--- src/rtl/bus_pkg.sv ---
// bus_pkg: definitions shared by the bus responders and the DMA controllers.
// It holds the responder state encoding and the bus-level constants.
package bus_pkg;

  localparam int WORD_BYTES       = 4;
  localparam int MAX_BURST        = 256;
  localparam int BYTE_OFFSET_BITS = $clog2(WORD_BYTES);
  // One extra bit so that a full MAX_BURST-word burst fits in the count.
  localparam int COUNT_BITS       = $clog2(MAX_BURST) + 1;

  typedef enum logic [2:0] {
    IDLE,
    READ_WAIT,
    READ_DATA,
    WRITE_DATA,
    END,
    ERROR
  } bus_state_e;

endpackage

--- src/rtl/sram_bus_slave.sv ---
// sram_bus_slave: bus responder that maps a 2^ADDR_BITS x 32 synchronous SRAM
// (1-cycle read latency) at BASE_ADDRESS. It handles read and write bursts and
// refuses bursts that would run past the last SRAM word.
module sram_bus_slave
  import bus_pkg::*;
#(
  parameter logic [31:0] BASE_ADDRESS = 32'h5000_0000,
  parameter int          ADDR_BITS    = 9
) (
  input  logic                 clock,
  input  logic                 reset,
  input  logic [31:0]          busIn_address_data,
  input  logic [7:0]           busIn_burst_size,
  input  logic                 busIn_read_n_write,
  input  logic                 busIn_begin_transaction,
  input  logic                 busIn_end_transaction,
  input  logic                 busIn_data_valid,
  input  logic                 busIn_busy,
  input  logic                 busIn_error,
  input  logic [3:0]           busIn_byte_enable,
  output logic [31:0]          busOut_address_data,
  output logic                 busOut_end_transaction,
  output logic                 busOut_data_valid,
  output logic                 busOut_busy,
  output logic                 busOut_error,
  output logic [ADDR_BITS-1:0] sram_address,
  output logic                 sram_write_enable,
  output logic [3:0]           sram_byte_enable,
  output logic [31:0]          sram_data,
  input  logic [31:0]          sram_result
);

  // Address bits above the word index select this responder's window.
  localparam int                    TAG_LSB    = ADDR_BITS + BYTE_OFFSET_BITS;
  localparam logic [ADDR_BITS-1:0]  LAST_INDEX = '1;
  localparam logic [ADDR_BITS-1:0]  INDEX_ONE  = ADDR_BITS'(1);
  localparam logic [COUNT_BITS-1:0] COUNT_ONE  = COUNT_BITS'(1);

  bus_state_e            r_state, w_next_state;
  logic [ADDR_BITS-1:0]  r_index, w_next_index;
  logic [COUNT_BITS-1:0] r_count, w_next_count;
  logic [3:0]            r_byte_en, w_next_byte_en;

  logic w_in_range;
  logic w_at_last;
  logic w_last_word;
  logic w_abort;

  assign w_in_range  = (busIn_address_data[31:TAG_LSB] == BASE_ADDRESS[31:TAG_LSB]);
  assign w_at_last   = (r_index == LAST_INDEX);
  assign w_last_word = (r_count == COUNT_ONE);
  // Reset or an initiator error kills the current cycle's activity outright.
  assign w_abort     = reset || (busIn_error && (r_state != IDLE));

  // The responder never stalls the initiator.
  assign busOut_busy = 1'b0;

  // State and latched burst fields advance on the clock; reset is synchronous.
  always_ff @(posedge clock) begin
    // NOTE: sequential state uses non-blocking (<=) so every register samples
    // pre-edge values; blocking here would create order-dependent races.
    if (reset) begin
      r_state   <= IDLE;
      r_index   <= '0;
      r_count   <= '0;
      r_byte_en <= '0;
    end else begin
      r_state   <= w_next_state;
      r_index   <= w_next_index;
      r_count   <= w_next_count;
      r_byte_en <= w_next_byte_en;
    end
  end

  // Next-state, next-field and output decode for the burst FSM.
  always_comb begin
    // NOTE: every output of this block gets a default first, so no path can
    // leave a signal unassigned and infer a latch.
    w_next_state           = r_state;
    w_next_index           = r_index;
    w_next_count           = r_count;
    w_next_byte_en         = r_byte_en;
    busOut_address_data    = '0;
    busOut_end_transaction = 1'b0;
    busOut_data_valid      = 1'b0;
    busOut_error           = 1'b0;
    sram_address           = r_index;
    sram_write_enable      = 1'b0;
    sram_byte_enable       = '0;
    sram_data              = '0;

    unique case (r_state)
      IDLE: begin
        if (busIn_begin_transaction && w_in_range) begin
          w_next_index   = busIn_address_data[TAG_LSB-1:BYTE_OFFSET_BITS];
          w_next_count   = COUNT_BITS'(busIn_burst_size) + COUNT_ONE;
          w_next_byte_en = busIn_byte_enable;
          w_next_state   = busIn_read_n_write ? READ_WAIT : WRITE_DATA;
        end
      end

      // The SRAM samples r_index at the end of this cycle.
      READ_WAIT: w_next_state = READ_DATA;

      READ_DATA: begin
        busOut_data_valid   = 1'b1;
        busOut_address_data = sram_result;
        // While stalled, the default re-presents r_index so the word repeats.
        if (!busIn_busy) begin
          w_next_count = r_count - COUNT_ONE;
          if (w_last_word) begin
            w_next_state = END;
          end else if (w_at_last) begin
            w_next_state = ERROR;
          end else begin
            w_next_index = r_index + INDEX_ONE;
            sram_address = r_index + INDEX_ONE;
          end
        end
      end

      WRITE_DATA: begin
        if (busIn_data_valid) begin
          sram_write_enable = 1'b1;
          sram_byte_enable  = r_byte_en;
          sram_data         = busIn_address_data;
          w_next_count      = r_count - COUNT_ONE;
          if (w_last_word) begin
            w_next_state = IDLE;
          end else if (w_at_last) begin
            w_next_state = ERROR;
          end else begin
            w_next_index = r_index + INDEX_ONE;
          end
        end
        // An initiator-terminated write closes silently.
        if (busIn_end_transaction) begin
          w_next_state = IDLE;
        end
      end

      END: begin
        busOut_end_transaction = 1'b1;
        w_next_state           = IDLE;
      end

      ERROR: begin
        busOut_error           = 1'b1;
        busOut_end_transaction = 1'b1;
        w_next_state           = IDLE;
      end

      default: w_next_state = IDLE;
    endcase

    if (w_abort) begin
      w_next_state           = IDLE;
      busOut_address_data    = '0;
      busOut_end_transaction = 1'b0;
      busOut_data_valid      = 1'b0;
      busOut_error           = 1'b0;
      sram_address           = '0;
      sram_write_enable      = 1'b0;
      sram_byte_enable       = '0;
      sram_data              = '0;
    end
  end

endmodule

--- config.mk ---
export PLATFORM = sky130hd
export DESIGN_NAME = sram_bus_slave
export DESIGN_NICKNAME = d
export VERILOG_FILES = /design/src/rtl/bus_pkg.sv /design/src/rtl/sram_bus_slave.sv
export SDC_FILE = /design/constraint.sdc
export NUM_CORES = 1
export LEC_CHECK = 0
export BUFFER_PORTS_ARGS = -buffer_cell sky130_fd_sc_hd__buf_4
export CORE_UTILIZATION = 47
export DETAILED_ROUTE_END_ITERATION = 8
export GPL_TIMING_DRIVEN = 1
export HOLD_SLACK_MARGIN = 0.08
export PLACE_DENSITY = 0.85
export SYNTH_ARGS = -nofsm -noshare
export SYNTH_HDL_FRONTEND = slang
export SYNTH_SLANG_ARGS = --single-unit
--- constraint.sdc ---
create_clock -name clock -period 5.48 [get_ports clock]
set_input_delay 0.274 -clock clock [delete_from_list [all_inputs] [get_ports clock]]
set_output_delay 0.274 -clock clock [all_outputs]
set_load 0.005 [all_outputs]
Yosys cells after proc, flatten, opt, wreduce, memory -nomap -nowiden
Cells that the tools add are included.
{ "totals": {"elab_cells": 69, "ff_bits": 25, "out_inout_bits": 82} }
{ "classes": {"n_eq_ne": 12, "addsub": 3, "n_mux": 38, "n_reduce_logical": 12} }
{ "ops": {"columns": ["operator", "n"], "rows": [
  ["32-bit two-way mux", 5],
  ["9-bit two-way mux", 10],
  ["9-bit one-hot mux with 3 select lines", 2],
  ["21-bit by 20-bit == test with 1-bit output (second input constant)", 1],
  ["3-bit two-way mux", 7],
  ["4-bit two-way mux", 3],
  ["3-bit one-hot mux with 4 select lines", 1],
  ["8-bit by 1-bit adder with 9-bit output (second input constant)", 1],
  ["9-bit by 1-bit adder with 9-bit output (second input constant)", 1],
  ["9-bit by 1-bit == test with 1-bit output (second input constant)", 1],
  ["9-bit == test (second input constant)", 1],
  ["1-bit two-way mux", 9],
  ["9-bit by 1-bit subtractor with 9-bit output (second input constant)", 1],
  ["3-bit by 2-bit == test with 1-bit output (second input constant)", 2],
  ["3-bit == test (second input constant)", 2],
  ["2-bit inequality test (second input constant)", 3],
  ["3-bit AND reduction", 2],
  ["3-bit nonzero test", 2],
  ["4-bit AND reduction", 1],
  ["2-bit OR reduction", 2],
  ["3-bit by 1-bit == test with 1-bit output (second input constant)", 1],
  ["3-bit logical NOT", 1],
  ["3-bit inequality test (second input constant)", 1],
  ["1-bit logical AND", 2],
  ["other kinds (3)", 3]
]} }

Longest topological paths before layout
{ "logic_depth": {"word_depth": 6, "depth_mapped": 8} }

Worst setup path after synthesis
Ideal clock, no wire load.
{ "synth_path": {"path_type": "register -> register", "startpoint": "register r_count[0]", "endpoint": "register r_index[1]", "period_less_slack_ps": 1995, "setup_time_ps": 120, "arrival_ps": 1876, "path_stages_with_launch": 7, "path_slack_ps": 3485, "path_buffers": 0, "cell_sequence": "dfxtp_1 ha_1 nor4b_2 nand2_1 o21ai_0 mux2_2 a211o_1"} }
{ "synth_between": {"elab_chain_len": 4, "elab_cells_between_ends": 5, "cone_classes": "eq/ne (1); mux (4)"} }
{ "synth_rtl": {"columns": ["element", "line_no", "rtl"], "rows": [
  ["start: declaration", "sram_bus_slave.sv:41", "logic [COUNT_BITS-1:0] r_count, w_next_count;"],
  ["start signal: assignment", "sram_bus_slave.sv:70", "r_count <= w_next_count;"],
  ["9-bit by 1-bit == test with 1-bit output (*)", "sram_bus_slave.sv:51", "assign w_last_word = (r_count == COUNT_ONE);"],
  ["9-bit two-way mux (*)", null, null],
  ["9-bit two-way mux (on tied branches)", null, null],
  ["9-bit one-hot mux with 3 select lines (*)", null, null],
  ["end signal: assignment", "sram_bus_slave.sv:69", "r_index <= w_next_index;"],
  ["end: declaration", "sram_bus_slave.sv:40", "logic [ADDR_BITS-1:0] r_index, w_next_index;"]
]} }
Every way passes the cells marked *; elsewhere a longest branch is shown, timed or not. The select of a mux whose other input is x is not followed.
A chain may end at the register's enable or synchronous reset.

Final worst setup path
{ "layout_path": {"startpoint": "register r_state[0]", "endpoint": "output port busOut_address_data[6]"} }
{ "layout_between": {"elab_chain_len": 4, "elab_cells_between_ends": 6, "cone_classes": "eq/ne (1); mux (2); reduce/logical (3)"} }
{ "layout_rtl": {"columns": ["element", "line_no", "rtl"], "rows": [
  ["start: declaration", "sram_bus_slave.sv:39", "bus_state_e r_state, w_next_state;"],
  ["start signal: assignment", "sram_bus_slave.sv:68", "r_state <= w_next_state;"],
  ["3-bit nonzero test", "sram_bus_slave.sv:53", "assign w_abort = reset || (busIn_error && (r_state != IDLE));"],
  ["1-bit logical AND", "sram_bus_slave.sv:53", null],
  ["1-bit logical OR", "sram_bus_slave.sv:53", null],
  ["32-bit two-way mux (*)", "sram_bus_slave.sv:156", "if (w_abort) begin"],
  ["end: declaration", "sram_bus_slave.sv:21", "output logic [31:0] busOut_address_data,"]
]} }
Every way passes the cells marked *; elsewhere a longest branch is shown, timed or not.

==> results.txt <==
Run status -> completed
Detailed Place HPWL -> 6650 um
EDFF count, synth -> 0
Fin util -> 74.5%
Clk sinks -> 25
Post-CTS setup buffer count -> 0
Mapped cell area -> 2580 um^2
Kind of start point of the critical path -> flop
RSZ-0062 raised after global routing -> false
Fin nets -> 593
Synthesized netlist cell count -> 357
Share of cells above drive strength 1 -> 36.9%
Core ar. -> 5200 um^2
Synthesized Nets -> 445
Post-synthesis async set-or-reset flop share -> 0%
Crit path buf inv count -> 1
Synth area leader -> dfxtp_1
Vias/cell -> 5.48
Flops & latches, synth -> 25
TritonCTS buffer count -> 3
Vias post-DR -> 3144
GPL Wtd Cong -> 0.881
Critical path cell sequence -> o31ai_1 > nand2_1 > nor3_4 > and2_1 > buf_4
Syn-to-layout area delta -> 50.3%
Top cell type's share of synthesized area -> 19.4%
Initial Util -> 49.6%
Reg clk slew, reported paths -> 0.10 ns
CP arrival -> 2.71 ns
Register Area -> 500 um^2
Post_cts resized -> 0
Critical path required time -> 5.21 ns
Diode count -> 0
DRT iter0 DRCs -> 256
First-pass GRT wire length -> 14400 um
Port Buffers -> 164
CTS tree -> built
Tmin final -> 2.98 ns
Distinct cell type count after synthesis -> 59
Max Root-Sink Buffers -> 2
Setup Slack @ Placement -> 2.40 ns
Maximum capacitance violations -> 0
Largest net degree at the start of global routing -> 34
Fmax -> 0.335 GHz
Worst relative slew slack -> 42.2%
Fill count -> 435
Gr usage total -> 29.5%
# hold bufs at CTS -> 0
Post-Route Setup TNS -> 0 ns
Count leader, synth -> and2_1
Die Span Y -> 76.1 um
Die footprint -> 5790 um^2
Leading cell types by count after synthesis -> and2_1 (71), nor2_1 (26), dfxtp_1 (25)
Max Fanout on Critical Path -> 33
Cell Pwr Density -> 95.2 nW/um^2
Routed wire per std cell -> 14.8 um
Cells after DPL -> 570
Setup Crit Path Kind -> reg -> out
Final critical-path share of the clock period -> 54.4%
Initial antenna violation count -> 0
TritonRoute pass-1 iters -> 4
Slowest cell on crit path -> nor3_4
Crit path largest cell delay -> 0.85 ns
Seq/Total Area, Yosys -> 19.4%
# rows -> 26
Setup ws final -> 2.50 ns
Die Wd -> 76.1 um
Clk Latency, worst-skew pair -> 0.27 ns
Worst Skew -> 0.00619 ns
Post-route DRC -> 0
Routed WL -> 8520 um
CP Capture Type -> output pin
Post-route ant nets -> 0
Pins Over Slew Limit -> 0
Worst Tran Pin Value -> 0.864 ns
Area of the multi-input gates -> 1960 um^2
Final hold vios -> 0
HP Class -> in -> reg
Hold_ws -> 0.237 ns
# setup viols final -> 0
Vias in the first global route -> 3088
Most used flip-flop cell after synthesis -> dfxtp_1
Remaining global-route overflow -> 0
Root Buffer -> clkbuf_8
Mean Syn Cell Area -> 7.23 um^2
Synth warnings -> 0
Delay-heaviest family, CP -> simple AND/OR/NAND/NOR gates
Worst VDD drop -> 0.101 mV
Final std cells w/o fill -> 574
Cells taking the most area after synthesis -> dfxtp_1 (19%), and2_1 (17%), a21oi_1 (3.9%), nand3_1 (3.9%), o21ai_0 (3.9%)
Boundary Pins -> 166
Clock H-tree levels -> 1
Leak -> 0.00175 uW
worst reg2reg max path, cell delays in order (launching register included):
cell     delay, ns
dfxtp_1       0.43
ha_1          0.17
nor4b_2       0.39
nand2_1       0.31
o21ai_0       0.34
mux2_2        0.41
a211o_1       0.28
metal layers:
metal / track usage, % / vias to the layer above / share of wire, %
li1: - / 1559 / -
met1: 34.6 / 1423 / 40
met2: 53.5 / 146 / 51
met3: 5.87 / 16 / 7.8
met4: 9.23 / 0 / 1.6
met5: 0 / - / 0
layout by cell type (no fill, tap or decap), drive strengths merged, types with 10 or more instances in the layout:
master	instances
buf	167
and2	72
nor2	26
dfxtp	25
nand2	23
o21ai	22
nand3	20
a21oi	20
nor3	13
nand4	10
area by class of cell:
class / instances / share of cell area, %
timing repair buffer: 167 / 32.3
multi-input combinational: 299 / 50.4
sequential: 25 / 12.9
clock buffer: 3 / 1.06
tap: 70 / 2.26
inverter: 9 / 0.871
clock inverter: 1 / 0.129
cells by family (layout without fill, tap and decap cells):
kind of cell	after synthesis	after routing	share of synthesized area, %
AOI/OAI and AO/OA	77	77	20.7
muxes	6	6	2.38
buffers and inverters	33	180	5.24
other	1	1	0.145
adders and majority gates	4	4	1.94
DFF	25	25	19.4
and+or+nand+nor	197	197	45.4
xor gates and xnor gates	14	14	4.75
worst paths after layout:
check	startpoint	end	slack (ns)	cells after the start
hold / removal	busIn_byte_enable[2]	r_byte_en[2]$_SDFFE_PP0P_	0.24	3
setup / recovery	r_state[0]$_SDFFE_PP0P_	busOut_address_data[6]	2.50	5
setup reg to reg	r_count[0]$_SDFFE_PP0P_	r_index[1]$_SDFFE_PP0P_	3.05	6
hold reg to reg	r_count[7]$_SDFFE_PP0P_	r_count[7]$_SDFFE_PP0P_	0.51	2
power by group:
part | switching, uW | total (uW) | internal, uW
logic | 26.9 | 71.4 | 44.5
registers | 0.0214 | 182 | 182
clock network | 65.3 | 116 | 51.0
through the flow:
| stage | area [um^2] | total power, uW |
|---|---|---|
| final | 3880 | 369 |
| after global routing | 3880 | 382 |
| after CTS | 3870 | 368 |
| after detailed placement | 3820 | 256 |
| after global placement | 3820 | 255 |
| after floorplan | 2580 | 203 |
registers in the layout (all words and copies together) (netlist names):
register   count
r_state        3
r_count        9
r_byte_en      4
r_index        9
No activity file was read; power rests on OpenSTA's default activity.
